===== src/rtl/linear_layer_srl_fifo_v2.sv =====
// SRL-based ready/valid stream FIFO with occupancy count, threshold flags,
// optional registered output stage and sticky overflow/underflow flags.
module linear_layer_srl_fifo_v2 #(
    parameter int unsigned DATA_WIDTH    = 8,
    parameter int unsigned ADDR_WIDTH    = 4,
    parameter int unsigned DEPTH         = 16,
    parameter int unsigned AFULL_MARGIN  = 2,
    parameter int unsigned AEMPTY_MARGIN = 2,
    parameter int unsigned OUT_REG       = 0
) (
    input  logic                  clk,
    input  logic                  reset,
    input  logic                  if_write_ce,
    input  logic                  if_write,
    input  logic [DATA_WIDTH-1:0] if_din,
    output logic                  if_full_n,
    output logic                  if_almost_full,
    input  logic                  if_read_ce,
    input  logic                  if_read,
    output logic [DATA_WIDTH-1:0] if_dout,
    output logic                  if_empty_n,
    output logic                  if_almost_empty,
    output logic [ADDR_WIDTH:0]   count,
    output logic                  err_overflow,
    output logic                  err_underflow
);

    localparam int unsigned CW = ADDR_WIDTH + 1;
    localparam logic [CW-1:0] SrlFull   = CW'(DEPTH);
    localparam logic [CW-1:0] AfullThr  = CW'(DEPTH + OUT_REG - AFULL_MARGIN);
    localparam logic [CW-1:0] AemptyThr = CW'(AEMPTY_MARGIN);

    logic [DATA_WIDTH-1:0] srl_q [DEPTH];
    logic [CW-1:0]         srl_count_q, srl_count_d;
    logic [CW-1:0]         count_d;
    logic                  valid_q, valid_d;
    logic [DATA_WIDTH-1:0] dout_q, dout_d;
    logic                  full_n_q, afull_q, aempty_q;
    logic                  err_of_q, err_uf_q;
    logic                  push, pop, load;
    logic [ADDR_WIDTH-1:0] rd_addr;
    logic [DATA_WIDTH-1:0] srl_head;

    // Oldest entry sits at the highest occupied index.
    assign rd_addr  = srl_count_q[ADDR_WIDTH-1:0] - ADDR_WIDTH'(1);
    assign srl_head = srl_q[rd_addr];

    always_comb begin
        push        = if_write & if_write_ce & full_n_q;
        pop         = if_read & if_read_ce & valid_q;
        load        = 1'b0;
        dout_d      = dout_q;
        valid_d     = valid_q;
        srl_count_d = srl_count_q;
        count_d     = srl_count_q;
        if (OUT_REG != 0) begin
            // Output register refills from the SRL head whenever it is free or being consumed.
            load        = (!valid_q || pop) && (srl_count_q != '0);
            srl_count_d = srl_count_q + CW'(push) - CW'(load);
            if (load) begin
                dout_d  = srl_head;
                valid_d = 1'b1;
            end else if (pop) begin
                valid_d = 1'b0;
            end
            count_d = srl_count_d + CW'(valid_d);
        end else begin
            srl_count_d = srl_count_q + CW'(push) - CW'(pop);
            valid_d     = (srl_count_d != '0);
            count_d     = srl_count_d;
        end
    end

    // Data array is deliberately not reset so it maps onto shift-register primitives.
    always_ff @(posedge clk) begin
        if (push) begin
            srl_q[0] <= if_din;
            for (int i = 1; i < DEPTH; i++) begin
                srl_q[i] <= srl_q[i-1];
            end
        end
    end

    always_ff @(posedge clk) begin
        if (reset) begin
            srl_count_q <= '0;
            valid_q     <= 1'b0;
            dout_q      <= '0;
            full_n_q    <= 1'b1;
            afull_q     <= 1'b0;
            aempty_q    <= 1'b1;
            err_of_q    <= 1'b0;
            err_uf_q    <= 1'b0;
        end else begin
            srl_count_q <= srl_count_d;
            valid_q     <= valid_d;
            dout_q      <= dout_d;
            full_n_q    <= (srl_count_d < SrlFull);
            afull_q     <= (count_d >= AfullThr);
            aempty_q    <= (count_d <= AemptyThr);
            if (if_write && if_write_ce && !full_n_q) begin
                err_of_q <= 1'b1;
            end
            if (if_read && if_read_ce && !valid_q) begin
                err_uf_q <= 1'b1;
            end
        end
    end

    assign if_full_n       = full_n_q;
    assign if_almost_full  = afull_q;
    assign if_empty_n      = valid_q;
    assign if_almost_empty = aempty_q;
    assign if_dout         = (OUT_REG != 0) ? dout_q : srl_head;
    assign count           = srl_count_q + ((OUT_REG != 0) ? CW'(valid_q) : CW'(0));
    assign err_overflow    = err_of_q;
    assign err_underflow   = err_uf_q;

endmodule


===== config.mk =====
export PLATFORM = sky130hd
export DESIGN_NAME = linear_layer_srl_fifo_v2
export DESIGN_NICKNAME = d
export VERILOG_FILES = /design/src/rtl/linear_layer_srl_fifo_v2.sv
export SDC_FILE = /design/constraint.sdc
export NUM_CORES = 1
export LEC_CHECK = 0
export CORE_MARGIN = 4
export CORE_UTILIZATION = 40
export CTS_BUF_LIST = sky130_fd_sc_hd__clkbuf_2
export CTS_CLUSTER_SIZE = 14
export DETAILED_ROUTE_END_ITERATION = 10
export PLACE_DENSITY = 0.59
export SLEW_MARGIN = 15
export SYNTH_ARGS = -nofsm -noshare
export SYNTH_HDL_FRONTEND = slang
export SYNTH_SLANG_ARGS = --single-unit

===== constraint.sdc =====
create_clock -name clk -period 5.06 [get_ports clk]
set_input_delay 1.265 -clock clk [delete_from_list [all_inputs] [get_ports clk]]
set_output_delay 1.265 -clock clk [all_outputs]
set_load 0.02 [all_outputs]

==> impl_metrics.env <==
export IMPL_vias=2814
export IMPL_power_density_nw_per_um2=635
export IMPL_syn_cell_area_sq_um=5490
export IMPL_rows=42
export IMPL_yosys_area_top_type="edfxtp_1"
export IMPL_grt_max_degree=88
export IMPL_first_pass_iters=4
export IMPL_core_area_sq_um=13300
export IMPL_slowest_stage="clkdlybuf4s50_1"
export IMPL_layout_nets=393
export IMPL_critPathLaunchType="flip-flop"
export IMPL_initial_core_util=0.411
export IMPL_reg2regPathDepth=9
export IMPL_hold_viol_final=0
export IMPL_cts_root_buf="clkbuf_2"
export IMPL_slowest_delay_ns=0.62
export IMPL_synth_ff_type="edfxtp_1"
export IMPL_fin_hold_ws_ns=0.453
export IMPL_worstHoldEndpoint="srl_q[4][6]"
export IMPL_endpoint_kind="output port"
export IMPL_ir_drop_mv=0.410
export IMPL_clkLatencyLatePin_ns=0.66
export IMPL_antenna_left=0
export IMPL_route_detailed_drc=0
export IMPL_ys_types=33
export IMPL_dp_cells=527
export IMPL_async_flop_share=0
export IMPL_initialDrtViolationCount=130
export IMPL_holdBufCountCts=0
export IMPL_ys_ff_latch=139
export IMPL_die_w_um=125
export IMPL_synth_area_top_cells="edfxtp_1, mux4_2, dfxtp_1"
export IMPL_clock_path_buffers=2
export IMPL_finClkSkew_ns=0.0339
export IMPL_numCtsBuffers=17
export IMPL_track_usage=0.120
export IMPL_first_global_vias=2772
export IMPL_r2r_end="if_empty_n"
export IMPL_hp_start="srl_q[3][6]"
export IMPL_period_share=0.937
export IMPL_timing_rr_start="if_full_n"
export IMPL_hold_depth=0
export IMPL_wl_per_cell_um=16.3
export IMPL_cts_tree="yes"
export IMPL_worstMarginPinSlew_ns=0.783
export IMPL_syn_num_nets=350
export IMPL_syn_to_final_growth_pct=14.1
export IMPL_rsz0062_at_grt="no"
export IMPL_place_congestion=0.765
export IMPL_outcome="finished clean"
export IMPL_finalNonFillerCells=558
export IMPL_synth_edf_count=128
export IMPL_num_antenna_cells=0
export IMPL_grt_first_pass_wirelength_mm=14.7
export IMPL_clkSlewWorstSetupHoldPaths_ns=0.20
export IMPL_hold_path_class="flip-flop to flip-flop"
export IMPL_r2r_slack_ns=2.74
export IMPL_ctsHtreeMaxLevel=4
export IMPL_drive_gt1_frac=0.160
export IMPL_cts_num_sinks=139
export IMPL_post_cts_setup_buffers=0
export IMPL_cp_max_fo=40
export IMPL_min_period_ns=4.74
export IMPL_maxCapViolCount=0
export IMPL_required_ns=3.80
export IMPL_p_leak_nw=2.18
export IMPL_finalSetupViolCount=0
export IMPL_io_buffers=32
export IMPL_antenna_found_initial=0
export IMPL_netlist_area_leader_share=0.700
export IMPL_timing_critical_path_arrival_ns=3.47
export IMPL_drt_wl_total_mm=9.11
export IMPL_cts_resized=0
export IMPL_viasPerCell=5.04
export IMPL_cp_cell_sequence="inv_1 -> ha_1 -> xor2_4 -> buf_4 -> mux2i_1 -> a221oi_1 -> a32o_2 -> clkdlybuf4s50_1"
export IMPL_dieArea_sq_um=15700
export IMPL_max_clock_freq_mhz=211
export IMPL_dp_hpwl_mm=5.59
export IMPL_ys_warn_count=0
export IMPL_synth_seq_area_share=0.741
export IMPL_syn_inst=327
export IMPL_crit_type="flip-flop to output port"
export IMPL_fin_tns_setup_ns=0
export IMPL_grt_overflow=0
export IMPL_slew_limit_headroom=0.477
export IMPL_postSynthAreaPerCell_sq_um=16.8
export IMPL_slew_violations=0
export IMPL_fp_dieH_um=125
export IMPL_io_pins=33
-- registers in the layout, summed over array words and instances, names as in the netlist --
signal	flops
if_almost_empty	1
srl_q	128
srl_count_q	5
if_empty_n	1
if_almost_full	1
err_overflow	1
if_full_n	1
err_underflow	1
-- where the power goes --
part	leakage, nW	internal (W)	switching (W)
registers	1.28	0.00142	0.0000706
logic	0.778	0.000825	0.00104
clock network	0.120	0.000223	0.000400
total	2.18	0.00247	0.00151
-- routing by layer --
metal	wire [um]	vias up	GRT usage
met3	422	13	0.0405
met4	125	0	0.0459
met5	0	-	0
li1	-	1343	-
met1	4590	1393	0.178
met2	3980	65	0.162
-- worst max-delay path: cells and delay by family (launching register included) --
| kind | cells | cell delay [ns] |
|---|---|---|
| xor gates and xnor gates | 1 | 0.15 |
| AOI/OAI and AO/OA | 2 | 0.52 |
| adders and majority gates | 1 | 0.36 |
| buffers and inverters | 3 | 1.24 |
| muxes | 1 | 0.16 |
| DFF | 1 | 0.37 |
-- metrics by stage --
step	area [sq um]	total power (W)	setup slack [ns]	util
4_1_cts	6260	0.00403	0.229	0.469
6_report	6260	0.00398	0.321	0.469
5_1_grt	6260	0.00423	0.00652	0.469
3_3_place_gp	6030	0.00339	1.12	0.452
3_5_place_dp	6030	0.00340	1.04	0.452
2_1_floorplan	5490	0.00279	0.733	-
-- synthesized netlist by cell type (3+ instances only) --
cell type and count:
inv_1 9, a32o_2 6, nor2_1 10, ha_1 8
nand3_1 17, buf_2 7, dfxtp_1 11, nand2_1 58
clkbuf_1 3, a221oi_1 8, mux4_2 16, edfxtp_1 128
xnor2_1 5, nor2b_1 3, mux2i_1 16
-- logic make-up (layout without fill, tap and decap cells) --
family,count (synthesis),in the layout,share of synthesized area
flops,139,139,0.741
mux,32,32,0.0948
compound gates,25,25,0.0401
simple gates,92,92,0.0700
fa+ha+maj,9,9,0.0219
xor+xnor,7,7,0.0125
buf+inv,23,78,0.0201
-- how the worst max path moves through the flow --
stage	startpoint	endpoint	slack [ns]	cells past startpoint
finish	srl_count_q[1]	if_dout[6]	0.32	8
detailed placement	srl_count_q[1]	if_dout[6]	1.04	8
global placement	srl_count_q[1]	if_dout[7]	1.12	8
floorplan	if_write	srl_q[0][0]	0.73	2
global route	srl_count_q[1]	if_dout[6]	0.007	8
CTS	srl_count_q[1]	if_dout[7]	0.23	8
-- area by class of cell --
type / count / area (sq um)
Timing Repair Buffer: 38 / 378
Inverter: 9 / 36.3
Multi-Input combinational cell: 165 / 1330
Sequential cell: 139 / 4060
Tap cell: 176 / 220
Clock inverter: 14 / 148
Fill cell: 1205 / 7080
Clock buffer: 17 / 85.1
-- cells in the final DEF, fill, tap and decap left out, types with 2 or more instances in the layout --
master / Yosys / layout
clkdlybuf4s50_1: 0 / 32
bufinv_16: 0 / 2
a31oi_1: 2 / 2
clkinv_1: 0 / 2
edfxtp_1: 128 / 128
a32o_1: 2 / 2
buf_4: 2 / 5
dfxtp_1: 11 / 11
inv_1: 9 / 8
nor2b_1: 3 / 3
clkinvlp_4: 0 / 6
ha_1: 8 / 8
nand3_1: 17 / 17
nor2_1: 10 / 10
a21oi_1: 2 / 2
a32o_2: 6 / 6
mux4_2: 16 / 16
clkbuf_2: 0 / 17
mux2i_1: 16 / 16
inv_6: 0 / 2
clkinv_4: 0 / 2
xnor2_1: 5 / 4
a221oi_1: 8 / 8
nand2_1: 58 / 58
No activity file was read; power rests on OpenSTA's default activity.
